File: config.mk
export PLATFORM = sky130hd
export DESIGN_NAME = cdu_error_counter_bank
export DESIGN_NICKNAME = d
export VERILOG_FILES = /design/src/rtl/cdu_pkg.sv /design/src/rtl/cdu_pulse_sync.sv /design/src/rtl/cdu_error_counter_bank.sv
export SDC_FILE = /design/constraint.sdc
export NUM_CORES = 1
export LEC_CHECK = 0
export BUFFER_PORTS_ARGS = -buffer_cell sky130_fd_sc_hd__buf_2
export CAP_MARGIN = 15
export CELL_PAD_IN_SITES_DETAIL_PLACEMENT = 0
export CELL_PAD_IN_SITES_GLOBAL_PLACEMENT = 1
export CORE_UTILIZATION = 30
export DETAILED_ROUTE_END_ITERATION = 16
export PLACE_DENSITY_LB_ADDON = 0.1
export SLEW_MARGIN = 20
export SYNTH_ARGS = -nofsm -noshare
export SYNTH_HDL_FRONTEND = slang
export SYNTH_SLANG_ARGS = --single-unit
File: constraint.sdc
create_clock -name clk -period 2.8 [get_ports clk]
set_input_delay 0.84 -clock clk [delete_from_list [all_inputs] [get_ports clk]]
set_output_delay 0.84 -clock clk [all_outputs]
set_load 0.01 [all_outputs]
File: src/rtl/cdu_pkg.sv
// rtl/cdu_pkg.sv - shared scanner state type and default counter sizing
//
// Purpose: common definitions for the CDU error-counter bank.
// Ports: none (package).
package cdu_pkg;

  typedef enum logic {
    LOAD = 1'b0,
    SEND = 1'b1
  } scan_state_e;

  localparam int CDU_DEFAULT_WIDTH = 10;
  localparam int CDU_DEFAULT_LIMIT = 384;

endpackage

File: src/rtl/cdu_pulse_sync.sv
// rtl/cdu_pulse_sync.sv - synchronizer plus registered rising-edge detector for one pulse line
//
// Purpose: brings an asynchronous AGC count pulse into the clk domain and emits
//          one single-cycle event per rising edge.
// Ports:
//   clk      in  1  system clock
//   rst      in  1  synchronous active-high reset
//   pulse_i  in  1  asynchronous pulse input
//   event_o  out 1  one-cycle count event
module cdu_pulse_sync #(
  parameter int SYNC_STAGES = 2
) (
  input  logic clk,
  input  logic rst,
  input  logic pulse_i,
  output logic event_o
);

  localparam int FW = $clog2(SYNC_STAGES + 2);
  localparam logic [FW-1:0] FILL_DONE = FW'(SYNC_STAGES + 1);

  logic [SYNC_STAGES-1:0] sync_q;
  logic                   prev_q;
  logic                   event_q;
  logic [FW-1:0]          fill_q;
  logic                   level;

  assign level = sync_q[SYNC_STAGES-1];

  // After reset the chain and history hold reset zeros, not sampled input.
  // fill_q blocks edge detection until both the last stage and prev_q carry
  // real samples, so a pulse already high at reset release is not an edge.
  always_ff @(posedge clk) begin
    if (rst) begin
      sync_q  <= '0;
      prev_q  <= 1'b0;
      event_q <= 1'b0;
      fill_q  <= '0;
    end else begin
      sync_q  <= {sync_q[SYNC_STAGES-2:0], pulse_i};
      prev_q  <= level;
      event_q <= (fill_q == FILL_DONE) && level && !prev_q;
      if (fill_q != FILL_DONE) begin
        fill_q <= fill_q + FW'(1);
      end
    end
  end

  assign event_o = event_q;

endmodule

File: src/rtl/cdu_error_counter_bank.sv
// rtl/cdu_error_counter_bank.sv - AGC error-counter bank with round-robin DAC scanner
//
// Purpose: per-channel saturating up/down counters driven by asynchronous
//          AGC pulses, plus a LOAD/SEND scanner presenting count snapshots.
// Ports:
//   clk        in  1         system clock
//   rst        in  1         synchronous active-high reset
//   pc_plus    in  CHANNELS  async +1 pulses
//   pc_minus   in  CHANNELS  async -1 pulses
//   eec        in  CHANNELS  per-channel counter enable (low holds count at 0)
//   zero       in  1         global clear of counts and overflow flags
//   dac_valid  out 1         scan word presented
//   dac_ready  in  1         downstream accepts word
//   dac_chan   out CW        channel index of presented word
//   dac_code   out WIDTH     snapshot of that channel's count
//   overflow   out CHANNELS  sticky saturation flags
module cdu_error_counter_bank
  import cdu_pkg::*;
#(
  parameter  int CHANNELS    = 3,
  parameter  int WIDTH       = CDU_DEFAULT_WIDTH,
  parameter  int LIMIT       = CDU_DEFAULT_LIMIT,
  parameter  int SYNC_STAGES = 2,
  localparam int CW          = (CHANNELS > 1) ? $clog2(CHANNELS) : 1
) (
  input  logic                clk,
  input  logic                rst,
  input  logic [CHANNELS-1:0] pc_plus,
  input  logic [CHANNELS-1:0] pc_minus,
  input  logic [CHANNELS-1:0] eec,
  input  logic                zero,
  output logic                dac_valid,
  input  logic                dac_ready,
  output logic [CW-1:0]       dac_chan,
  output logic [WIDTH-1:0]    dac_code,
  output logic [CHANNELS-1:0] overflow
);

  localparam logic signed [WIDTH-1:0] POS_LIM = WIDTH'(LIMIT);
  localparam logic signed [WIDTH-1:0] NEG_LIM = -POS_LIM;
  localparam logic signed [WIDTH-1:0] ONE     = WIDTH'(1);
  localparam logic [CW-1:0]           LAST_CH = CW'(CHANNELS - 1);

  logic [CHANNELS-1:0] plus_ev;
  logic [CHANNELS-1:0] minus_ev;

  for (genvar c = 0; c < CHANNELS; c++) begin : g_sync
    cdu_pulse_sync #(.SYNC_STAGES(SYNC_STAGES)) u_plus (
      .clk     (clk),
      .rst     (rst),
      .pulse_i (pc_plus[c]),
      .event_o (plus_ev[c])
    );
    cdu_pulse_sync #(.SYNC_STAGES(SYNC_STAGES)) u_minus (
      .clk     (clk),
      .rst     (rst),
      .pulse_i (pc_minus[c]),
      .event_o (minus_ev[c])
    );
  end

  // ---------------------------------------------------------------- counters
  logic signed [WIDTH-1:0] count_q [CHANNELS];
  logic signed [WIDTH-1:0] count_d [CHANNELS];
  logic [CHANNELS-1:0]     ovf_q;
  logic [CHANNELS-1:0]     ovf_d;

  // Priority: zero, then eec, then events. Opposite events in one cycle cancel.
  always_comb begin
    for (int c = 0; c < CHANNELS; c++) begin
      count_d[c] = count_q[c];
      ovf_d[c]   = ovf_q[c];
      if (zero) begin
        count_d[c] = '0;
        ovf_d[c]   = 1'b0;
      end else if (!eec[c]) begin
        count_d[c] = '0;
      end else if (plus_ev[c] && !minus_ev[c]) begin
        if (count_q[c] == POS_LIM) begin
          ovf_d[c] = 1'b1;
        end else begin
          count_d[c] = count_q[c] + ONE;
        end
      end else if (minus_ev[c] && !plus_ev[c]) begin
        if (count_q[c] == NEG_LIM) begin
          ovf_d[c] = 1'b1;
        end else begin
          count_d[c] = count_q[c] - ONE;
        end
      end
    end
  end

  always_ff @(posedge clk) begin
    if (rst) begin
      for (int c = 0; c < CHANNELS; c++) begin
        count_q[c] <= '0;
      end
      ovf_q <= '0;
    end else begin
      count_q <= count_d;
      ovf_q   <= ovf_d;
    end
  end

  assign overflow = ovf_q;

  // ----------------------------------------------------------------- scanner
  scan_state_e      state_q;
  scan_state_e      state_d;
  logic [CW-1:0]    scan_ch_q;
  logic [CW-1:0]    scan_ch_d;
  logic [CW-1:0]    chan_q;
  logic [CW-1:0]    chan_d;
  logic [WIDTH-1:0] code_q;
  logic [WIDTH-1:0] code_d;

  always_comb begin
    state_d   = state_q;
    scan_ch_d = scan_ch_q;
    chan_d    = chan_q;
    code_d    = code_q;
    dac_valid = 1'b0;
    case (state_q)
      LOAD: begin
        // Snapshot taken here; later count changes wait for the next visit.
        code_d  = count_q[scan_ch_q];
        chan_d  = scan_ch_q;
        state_d = SEND;
      end
      SEND: begin
        dac_valid = 1'b1;
        if (dac_ready) begin
          scan_ch_d = (scan_ch_q == LAST_CH) ? '0 : scan_ch_q + CW'(1);
          state_d   = LOAD;
        end
      end
      default: state_d = LOAD;
    endcase
  end

  always_ff @(posedge clk) begin
    if (rst) begin
      state_q   <= LOAD;
      scan_ch_q <= '0;
      chan_q    <= '0;
      code_q    <= '0;
    end else begin
      state_q   <= state_d;
      scan_ch_q <= scan_ch_d;
      chan_q    <= chan_d;
      code_q    <= code_d;
    end
  end

  assign dac_chan = chan_q;
  assign dac_code = code_q;

endmodule

* Word-level counts from Yosys, hierarchy flattened
Cells that the tools add are included.
Storage, ports and cells: flip-flop bits (word level) 84, bits of input ports 13, output and inout port bits 16, word-level logic and storage cells 159
Cells by class: add/subtract/negate cells 13, $lt $le $gt $ge 1, eq/ne operators 28, multiplexer cells 31, bitwise gates (word level) 5, reductions and logical operators 47
Operators with widths (count):
- 10-bit two-way mux | 14
- 10-bit == test, second input constant | 6
- 10-bit by 2-bit adder with 10-bit output, second input constant | 3
- 10-bit by 2-bit subtractor with 10-bit output, second input constant | 3
- 2-bit inequality test, second input constant | 12
- 10-bit binary-select mux with 2-bit select | 1
- 1-bit logical AND | 18
- 2-bit by 1-bit adder with 2-bit output, second input constant | 7
- 2-bit == test, second input constant | 7
- 1-bit two-way mux | 14
- 1-bit zero test | 12
- 4-bit AND reduction | 3
- 2-bit nonzero test | 6
- 3-bit AND reduction | 3
- 3-bit OR reduction | 3
- 2-bit by 1-bit inequality test with 1-bit output, second input constant | 3
- 1-bit inverter | 4
- 3-bit greater-or-equal comparator, second input constant | 1
- 2-bit inverter with 3-bit output | 1
- 2-bit two-way mux | 1
- 1-bit one-hot mux with 2 select lines | 1
- 2-bit AND reduction | 1
- 2-bit OR reduction | 1

* Depth between registers and ports, before layout
Gate-level depths: netlist (run 1).
depth after elaboration 4, gate-level depth with buffers 10, mapped depth without buffers 10

* Modules after synthesis
A second synthesis (run 1) with hierarchy kept.
Second synthesis, totals: cells, all modules 468, area, all modules 4401.7 sq um
Modules (own cells, without submodules):
- cdu_error_counter_bank | times used 1, cells an instance 378, area each 3238.1 sq um, seq. area each 960.9 sq um
- cdu_pulse_sync | times used 6, cells an instance 15, area each 193.9 sq um, seq. area each 120.1 sq um

* Least setup slack after synthesis (run 1)
OpenSTA, ideal clock, no wires.
path kind register to register, start point register g_sync[1].u_minus.event_q, end point register count_q[17] (netlist name), setup time 0.122 ns, data arrival time 2.107 ns, data required time 2.678 ns, slack 0.570 ns, stages on the path, launching flop included 11, buffers on the path 0, clock period less this slack 2.230 ns, cell sequence dfxtp_1 -> inv_1 -> ha_1 -> inv_1 -> ha_1 -> a211oi_1 -> o21ai_0 -> a21oi_1 -> nor2_1 -> mux2i_1 -> a311o_1
On the way: cells in the longest elaborated chain, start to end 4, elaborated cells between the ends (all ways) 8, those cells by class 2 x eq/ne; 1 x mux; 5 x reduce/logical
Ends and longest elaborated chain:
- from (decl) | RTL line cdu_pulse_sync.sv:24 | logic event_q;
- from (signal assigned) | RTL line cdu_pulse_sync.sv:42 | event_q <= (fill_q == FILL_DONE) && level && !prev_q;
- 1-bit zero test | RTL line cdu_error_counter_bank.sv:78 | end else if (plus_ev[c] && !minus_ev[c]) begin
- 1-bit logical AND | RTL line cdu_error_counter_bank.sv:78
- 2-bit inequality test (no line) or 2-bit nonzero test (tied branches)
- 3-bit AND reduction (no line)
- to (signal assigned) | RTL line cdu_error_counter_bank.sv:101 | count_q <= count_d;
- to (decl) | RTL line cdu_error_counter_bank.sv:63 | logic signed [WIDTH-1:0] count_q [CHANNELS];
Parallel ways exist; a longest one is shown, timed or not. A chain may end at the register's enable or synchronous reset.

* Worst setup path after layout (run 1)
start point register g_sync[2].u_minus.event_q, end point register count_q[7] (netlist name)
On the way: cells in the longest elaborated chain, start to end 4, elaborated cells between the ends (all ways) 8, those cells by class 2 x eq/ne; 1 x mux; 5 x reduce/logical
Ends and longest elaborated chain (RTL line):
- from (decl) | cdu_pulse_sync.sv:24
- from (signal assigned) | cdu_pulse_sync.sv:42
- 1-bit zero test | cdu_error_counter_bank.sv:78
- 1-bit logical AND | cdu_error_counter_bank.sv:78
- 2-bit inequality test (no line) or 2-bit nonzero test (tied branches)
- 3-bit AND reduction (no line)
Parallel ways exist; a longest one is shown, timed or not.

==> flow_summary.json, run 1 <==
{
  "power_switching_uw": 676,
  "use_met1_pct": 20.4,
  "hpwlAfterDp_mm": 7.85,
  "dp_slack_ps": 300,
  "hold_viol": 0,
  "cts_root_buffer": "clkbuf_16",
  "cp_slowest_stage_delay_ps": 340,
  "synth.top_cells.by_count": "84 x dfxtp_1, 57 x nor2_1, 35 x a21oi_1",
  "vias": 3564,
  "fin_nets": 579,
  "clockBufferDepth": 2,
  "synth-seq-cells": 84,
  "switching_share_pct": 25.3,
  "synth_area_leaders": "dfxtp_1 38%, ha_1 9.4%, mux2i_1 7.1%",
  "rsz0062_at_grt": "no",
  "drc": 0,
  "required_ps": 3030,
  "async_flop_share_pct": 0,
  "setup_viol": 0,
  "antenna_left": 0,
  "dr.pass1.iters": 5,
  "dieWidth_um": 123,
  "worstHoldPathType": "reg2reg",
  "finalCritPeriodShare_pct": 88.8,
  "seq_area_frac_synth_pct": 38.4,
  "cts_resized": 0,
  "grt_pass1_wl_mm": 17.9,
  "place_congestion": 0.776,
  "postRouteWirelength_mm": 10.7,
  "drv_cap": 0,
  "synth_top_cell_area_share_pct": 38.4,
  "yosys_warnings": 0,
  "timing.setup.tns_ps": 0,
  "path_cells": "inv_1 > ha_1 > inv_1 > ha_1 > a211oi_1 > o21ai_0 > a21oi_1 > nor2_1 > mux2i_1 > a311o_1",
  "hp-start": "g_sync[2].u_minus.sync_q[0]",
  "avgSynthCellArea_um2": 8.79,
  "port-buffer-count": 28,
  "area_growth_pct": 15.1,
  "ir_worst_vdd_uv": 279,
  "core_area_um2": 14000,
  "critPathArrivalTime_ps": 2720,
  "clkPwrFrac_pct": 43.9,
  "grt_usage_pct": 15.7,
  "synth-edff-count": 0,
  "critPathBufInv": 2,
  "fmax_ghz": 0.402,
  "initial_core_util_pct": 31.2,
  "cts_tree": "done",
  "die_h_um": 123,
  "worstSetupPathType": "reg2reg",
  "use_met2_pct": 24.9,
  "tightest_slew_ps": 792,
  "power-per-cell-area_nw_per_um2": 530,
  "antenna_found_initial": 0,
  "wl_per_cell_um": 14.9,
  "worstSetupStartpoint": "g_sync[2].u_minus.event_o",
  "worstSkewPairLatency_ps": 340,
  "timing.final.ws_setup_ps": 315,
  "rows": 43,
  "status": "finished clean",
  "cts_setup_buffers": 0,
  "p_leak_nw": 2.09,
  "synth.largest_area_cell": "dfxtp_1",
  "fin_crit_ps": 2490,
  "comb_power_share_pct": 7.9,
  "slew_headroom_pct": 47.1,
  "cp-end-kind": "flop",
  "synth.distinct_cells": 44,
  "grt_overflow": 0,
  "fin_util_pct": 35.9,
  "drtIter0Drc": 175,
  "grt_max_degree": 49,
  "cp_max_fo": 8,
  "numCtsBuffers": 9,
  "htreeDepth": 3,
  "cts_hold_buffers": 0,
  "worst_r2r_startpoint": "g_sync[2].u_minus.event_o",
  "clock-sinks": 84,
  "yosysMostFrequentCell": "dfxtp_1",
  "dieArea_um2": 15100,
  "clkTransAtPathRegs_ps": 70,
  "syn_nets": 547,
  "seqPwrFrac_pct": 48.1,
  "finalPower_mw": 2.67,
  "synth_flop_cell": "dfxtp_1",
  "grt_pass1_vias": 3493,
  "fin_skew_ps": 7.67,
  "holdWs_ps": 438,
  "grt_use_met3_pct": 3.67,
  "vias_per_cell": 4.98,
  "syn_area_um2": 4380,
  "drv_slew": 0,
  "cellInternalPower_mw": 1.99,
  "top_usage_layer": "met2",
  "drive_gt1_share_pct": 11.6,
  "io-pin-count": 29,
  "antenna_cells": 0,
  "netlist_instances": 498,
  "slowest_stage": "ha_1",
  "cp_top_family": "compound AO/OA/AOI/OAI gates",
  "crit_path_start_kind": "flop"
}
[path summary, 6_finish.rpt]
| kind | endpoint | slack (ps) | depth (start not counted) |
|---|---|---|---|
| hold reg to reg | g_sync[2].u_minus.sync_q[1] | 440 | 1 |
| setup reg to reg | count_q[7] | 310 | 10 |
| setup / recovery | count_q[7] | 310 | 10 |
| hold / removal | g_sync[2].u_minus.sync_q[1] | 440 | 1 |
[kinds of logic (layout without fill, tap and decap cells)]
family | Yosys count | in the layout | synth area share, %
AND/OR/NAND/NOR | 192 | 192 | 22.6
AO/OA/AOI/OAI | 96 | 96 | 13.7
flip-flops | 84 | 84 | 38.4
buffers and inverters | 43 | 80 | 4.17
adder cells (fa/ha/maj) | 36 | 36 | 10.8
multiplexers | 31 | 31 | 7.09
XOR/XNOR | 16 | 16 | 3.20
[registers in the layout, indices dropped and copies added, names as in the netlist]
name and count:
count_q 30, dac_chan 2, dac_code 10, g_sync.u_minus.event_o 3, g_sync.u_minus.fill_q 6, g_sync.u_minus.prev_q 3
g_sync.u_minus.sync_q 6, g_sync.u_plus.event_o 3, g_sync.u_plus.fill_q 6, g_sync.u_plus.prev_q 3, g_sync.u_plus.sync_q 6, overflow 3
scan_ch_q 2, state_q 1
[through the flow]
stage	std cells	instance area, um2
finish	715	5040
detailed placement	699	4750
CTS	715	5040
global route	715	5040
floorplan	498	4380
global placement	699	4750
[final cells by class]
| class | count | area [um2] |
|---|---|---|
| clock buffer | 10 | 239 |
| sequential | 84 | 1680 |
| clock inverter | 6 | 55.1 |
| multi-input combinational | 371 | 2510 |
| inverter | 23 | 86.3 |
| timing repair buffer | 41 | 238 |
| fill | 1487 | 9000 |
| tap | 180 | 225 |
[power groups by stage]
stage | clock network [mW] | logic [mW] | registers [mW]
6_report | 1.17 | 0.212 | 1.28
5_1_grt | 1.28 | 0.243 | 1.29
4_1_cts | 1.22 | 0.217 | 1.29
3_5_place_dp | 0 | 0.215 | 1.31
3_3_place_gp | 0 | 0.209 | 1.31
2_1_floorplan | 0 | 0.168 | 1.30
[cell usage in the layout (no fill, tap or decap), types with 12 or more instances in the layout]
| cell type | netlist | routed |
|---|---|---|
| a21oi_1 | 35 | 35 |
| buf_2 | 2 | 28 |
| buf_4 | 1 | 13 |
| dfxtp_1 | 84 | 84 |
| ha_1 | 33 | 33 |
| inv_1 | 23 | 23 |
| mux2i_1 | 31 | 31 |
| nand2_1 | 32 | 32 |
| nand3_1 | 13 | 13 |
| nor2_1 | 57 | 57 |
| nor2b_1 | 24 | 24 |
| nor3_1 | 15 | 15 |
| o21ai_0 | 14 | 14 |
| o22ai_1 | 12 | 12 |
[metal layers]
metal / up-vias / routed length (um)
met3: 18 / 382
met5: - / 0
li1: 1839 / -
met2: 55 / 4720
met4: 0 / 194
met1: 1652 / 5360
No activity file was read; power rests on OpenSTA's default activity.
==> run 2, diff against run 1 <==
RECOVER_POWER = 50   (was unset)
clock period = 2.3 ns   (was 2.8 ns; I/O delays follow)
==> run 2 against run 1 <==
Compared with the run above: fmax up 13%; cell area increased by 7.0%; critical path depth decreased by 1; clock power rose by 32%; setup slack lost 220 ps; combinational power increased by 29%; clock skew increased by 0.54 ps; count of clock-buffer cells in the layout unchanged; wire length increased by 3.5%.
==> flow_summary.json, run 2 (synthesized netlist as in run 1, its figures left out) <==
{
  "status": "finished clean",
  "hp-start": "g_sync[0].u_plus.sync_q[0]",
  "hold_path_depth": 1,
  "hold_viol": 0,
  "initial_core_util_pct": 31.2,
  "power-per-cell-area_nw_per_um2": 628,
  "cts_tree": "done",
  "ir_worst_vdd_uv": 544,
  "antenna_left": 0,
  "timing.setup.tns_ps": 0,
  "worstHoldPathType": "reg2reg",
  "required_ps": 2540,
  "largest_reg_flops": 30,
  "fin_crit_ps": 2210,
  "fin_skew_ps": 8.20,
  "top_register": "count_q",
  "place_congestion": 0.784,
  "clkPwrFrac_pct": 45.8,
  "vias": 3669,
  "fin_nets": 613,
  "reg2reg_to": "count_q[7]",
  "fin_util_pct": 38.4,
  "worstRegToRegCells": 9,
  "cts_root_buffer": "clkbuf_16",
  "drv_slew": 0,
  "power_switching_uw": 843,
  "crit_path_start_kind": "flop",
  "tightest_slew_ps": 985,
  "io-pin-count": 29,
  "drtIter0Drc": 158,
  "hpwlAfterDp_mm": 8.18,
  "timing.final.ws_setup_ps": 91.3,
  "dp_slack_ps": -33.6,
  "numCtsBuffers": 9,
  "dieWidth_um": 123,
  "p_leak_nw": 2.25,
  "finalCritPeriodShare_pct": 96.0,
  "seqPwrFrac_pct": 46.1,
  "cp-end-kind": "flop",
  "drv_cap": 0,
  "clock-sinks": 84,
  "setup_viol": 0,
  "antenna_cells": 0,
  "layout_common_cells": "84 x dfxtp_1, 56 x nor2_1, 44 x buf_4, 32 x nand2_1, 32 x ha_1",
  "min_to": "g_sync[0].u_plus.sync_q[1]",
  "cp_top_family": "simple AND/OR/NAND/NOR gates",
  "drive_gt1_share_pct": 18.3,
  "rows": 43,
  "grt_pass1_vias": 3540,
  "fmax_ghz": 0.453,
  "wl_per_cell_um": 14.7,
  "postRouteWirelength_mm": 11.0,
  "worstSkewPairLatency_ps": 350,
  "drc": 0,
  "num-fill-cells": 1444,
  "vias_per_cell": 4.90,
  "area_growth_pct": 23.2,
  "critPathBufInv": 2,
  "layout_commonest_cell": "dfxtp_1",
  "worst_r2r_startpoint": "g_sync[2].u_minus.event_o",
  "die_h_um": 123,
  "worstSetupPathType": "reg2reg",
  "htreeDepth": 3,
  "grt_overflow": 0,
  "grt_usage_pct": 16.0,
  "clockBufferDepth": 2,
  "dieArea_um2": 15100,
  "core_area_um2": 14000,
  "antenna_found_initial": 0,
  "path_cells": "inv_1 > ha_1 > buf_4 > or3b_4 > a211oi_4 > or2_4 > or3_1 > mux2i_1 > a311o_1",
  "switching_share_pct": 24.9,
  "cts_hold_buffers": 0,
  "port-buffer-count": 28,
  "grt_max_degree": 49,
  "slowest_stage": "or3b_4",
  "comb_power_share_pct": 8.0,
  "clkTransAtPathRegs_ps": 70,
  "critPathArrivalTime_ps": 2450,
  "grt_pass1_wl_mm": 17.9,
  "rrSetupSlack_ps": 90,
  "cp_slowest_stage_delay_ps": 380,
  "dr.pass1.iters": 4,
  "cellInternalPower_mw": 2.55,
  "cp_max_fo": 4,
  "slew_headroom_pct": 34.3
}
[run 2: what timing repair did]
item                                    4_1_cts  5_1_grt
resized for setup                             4       22
buffers inserted                              0        4
endpoints found under the setup margin        4       10
pin swaps                                     0        7
[run 2: power groups by stage]
stage / Combinational [mW] / Clock (mW) / Sequential [mW]
floorplan: 0.205 / 0 / 1.58
global placement: 0.264 / 0 / 1.59
detailed placement: 0.273 / 0 / 1.60
CTS: 0.275 / 1.60 / 1.56
global route: 0.312 / 1.66 / 1.57
finish: 0.273 / 1.55 / 1.56
[run 2: stage by stage]
stage	hold slack, ps	total power, mW	instances	area (um2)
floorplan	414	1.79	498	4380
global placement	420	1.86	729	4970
detailed placement	421	1.87	729	4970
CTS	438	3.44	745	5300
global route	450	3.55	749	5390
finish	438	3.39	749	5390
[run 2: metal layers]
metal / vias up / GRT usage [%] / wire [um]
li1: 1900 / - / -
met1: 1700 / 21.1 / 5490
met2: 56 / 24.6 / 4930
met3: 13 / 4.23 / 366
met4: 0 / 6.33 / 233
met5: - / 0 / 0
[run 2: layout make-up]
cell class                      instances  area, um2  area share (%)
Multi-Input combinational cell        371       2590            48.1
Tap cell                              180        225            4.18
Timing Repair Buffer                   75        488            9.05
Inverter                               23       86.3            1.60
Clock buffer                           10        239            4.43
Clock inverter                          6       78.8            1.46
Sequential cell                        84       1680            31.2
[run 2: how the worst max path moves through the flow]
stage | start | to | slack (ps) | depth (start not counted)
final | g_sync[2].u_minus.event_o | count_q[7] | 90 | 9
after global routing | g_sync[2].u_minus.event_o | count_q[6] | -10 | 10
after CTS | g_sync[2].u_minus.event_o | count_q[8] | 20 | 9
after detailed placement | g_sync[2].u_minus.event_o | count_q[7] | -30 | 10
after global placement | g_sync[2].u_minus.event_o | count_q[7] | 20 | 9
after floorplan | g_sync[1].u_minus.event_o | count_q[17] | 70 | 10
==> run 3, diff against run 2 <==
SETUP_SLACK_MARGIN = 0.3   (was unset)
==> run 3 against run 2 <==
Compared with the run above: clock power hardly changed; flip-flop and latch count unchanged; setup slack improved by 95 ps; register-to-register slack better by 90 ps; wire length is 5.1% higher; sequential share of layout area is 3.0 points lower; critical endpoint is now count_q[8]; die area did not move; via count increased by 2.7%; worst hold slack got worse by 2.6 ps.
==> flow_summary.json, run 3 (synthesized netlist as in run 1, its figures left out) <==
{
  "status": "finished clean",
  "critPathArrivalTime_ps": 2360,
  "layout_common_cells": "74 x dfxtp_1, 53 x nor2_1, 53 x buf_4, 32 x nand2_1, 31 x mux2i_1",
  "hpwlAfterDp_mm": 7.94,
  "antenna_cells": 0,
  "hp-start": "g_sync[0].u_minus.sync_q[0]",
  "tightest_slew_ps": 1010,
  "critPathBufInv": 3,
  "grt_pass1_wl_mm": 19.2,
  "place_congestion": 0.792,
  "clkTransAtPathRegs_ps": 70,
  "dp_slack_ps": -31.2,
  "clock-sinks": 84,
  "setup_viol": 0,
  "dp_cells": 710,
  "numCtsBuffers": 9,
  "crit_path_start_kind": "flop",
  "drive_gt1_share_pct": 32.4,
  "cts_root_buffer": "clkbuf_16",
  "path_cells": "inv_2 > ha_4 > buf_4 > buf_6 > fa_2 > nor2b_4 > o21ai_2 > a21oi_2 > o22ai_2 > a211o_1",
  "cts_tree": "done",
  "reg2reg_to": "count_q[8]",
  "dr.pass1.iters": 4,
  "top_register": "count_q",
  "cp-end-kind": "flop",
  "postRouteWirelength_mm": 11.6,
  "core_area_um2": 14000,
  "hold_path_depth": 1,
  "finalNonFillerCells": 761,
  "cts_hold_buffers": 0,
  "grt_max_degree": 49,
  "fin_crit_ps": 2110,
  "drv_cap": 0,
  "timing.final.ws_setup_ps": 186,
  "initial_core_util_pct": 31.2,
  "layout_commonest_cell": "dfxtp_1",
  "min_to": "g_sync[0].u_minus.sync_q[1]",
  "finalCritPeriodShare_pct": 91.9,
  "slew_headroom_pct": 33.0,
  "antenna_left": 0,
  "rows": 43,
  "vias": 3768,
  "area_growth_pct": 37.2,
  "hold_viol": 0,
  "slowest_stage": "fa_2",
  "die_h_um": 123,
  "fin_skew_ps": 7.27,
  "worstHoldPathType": "reg2reg",
  "p_leak_nw": 2.42,
  "required_ps": 2550,
  "grt_overflow": 0,
  "dieArea_um2": 15100,
  "grt_usage_pct": 16.8,
  "grt_pass1_vias": 3724,
  "drtIter0Drc": 183,
  "ir_worst_vdd_uv": 362,
  "drc": 0,
  "vias_per_cell": 4.95,
  "drv_slew": 0,
  "worstSkewPairLatency_ps": 350,
  "cp_max_fo": 4,
  "power-per-cell-area_nw_per_um2": 569,
  "worst_r2r_startpoint": "g_sync[2].u_minus.event_o",
  "wl_per_cell_um": 15.2,
  "cp_top_family": "compound AO/OA/AOI/OAI gates",
  "worstRegToRegCells": 10,
  "port-buffer-count": 28,
  "worstSetupPathType": "reg2reg",
  "antenna_found_initial": 0,
  "dpl_cell_area_um2": 4880,
  "largest_reg_flops": 30,
  "fmax_ghz": 0.473,
  "rrSetupSlack_ps": 190,
  "fin_nets": 625,
  "dieWidth_um": 123,
  "clockBufferDepth": 2,
  "io-pin-count": 29,
  "cp_slowest_stage_delay_ps": 370,
  "htreeDepth": 3,
  "final_area_um2": 6010,
  "rsz0062_at_grt": "yes"
}
==> run 3: changes by cell type in the layout (fill, tap and decap cells not counted), sizes merged <==
cell	delta
clkbuf	-2
buf	+14
==> run 3: power breakdown <==
group	switching [mW]	leakage, nW	internal (mW)	total, mW
registers	0.0385	0.689	1.52	1.56
clock network	0.668	0.156	0.893	1.56
logic	0.156	1.57	0.141	0.298
==> run 3: how the worst max path moves through the flow <==
stage,startpoint,cells after the start,slack [ps],endpoint
global route,g_sync[1].u_minus.event_o,14,80,count_q[13]
finish,g_sync[2].u_minus.event_o,10,190,count_q[8]
global placement,g_sync[1].u_minus.event_o,10,-40,count_q[19]
CTS,g_sync[0].u_minus.event_o,10,250,count_q[29]
floorplan,g_sync[1].u_minus.event_o,10,290,count_q[17]
detailed placement,g_sync[1].u_minus.event_o,10,-30,count_q[19]
==> run 3: worst register-to-register path, cell delays in order (launching register included) <==
cell and delay (ps):
dfxtp_2 320, inv_2 40, ha_4 180, buf_4 140
buf_6 100, fa_2 370, nor2b_4 150, o21ai_2 80
a21oi_2 220, o22ai_2 140, a211o_1 260
==> run 3: layer usage <==
layer  vias up  global-route usage (%)  wire, um
met5         -                       0         0
met4         0                    4.50       150
met3        12                    4.74       547
met2        54                    27.4      5450
met1      1783                    21.7      5450
li1       1919                       -         -
==> run 3: through the flow <==
step | utilization, % | power [mW] | hold slack (ps) | setup TNS [ps]
2_1_floorplan | - | 1.79 | 414 | 0
3_3_place_gp | 34.7 | 1.85 | 420 | -36.7
3_5_place_dp | 34.7 | 1.87 | 426 | -31.2
4_1_cts | 41.3 | 3.48 | 443 | 0
5_1_grt | 42.8 | 3.58 | 460 | 0
6_report | 42.8 | 3.42 | 436 | 0
==> run 3: final cells by class <==
class | count | area (um2)
Sequential cell | 84 | 1690
Timing Repair Buffer | 87 | 592
Clock buffer | 10 | 239
Clock inverter | 6 | 76.3
Multi-Input combinational cell | 371 | 3070
Tap cell | 180 | 225
Inverter | 23 | 114
Fill cell | 1372 | 8040
==> run 3: timing repair <==
item | in CTS | in global routing
pin swaps | 33 | 20
setup buffers | 26 | 9
endpoints found under the setup margin | 17 | 24
resized for setup | 79 | 34
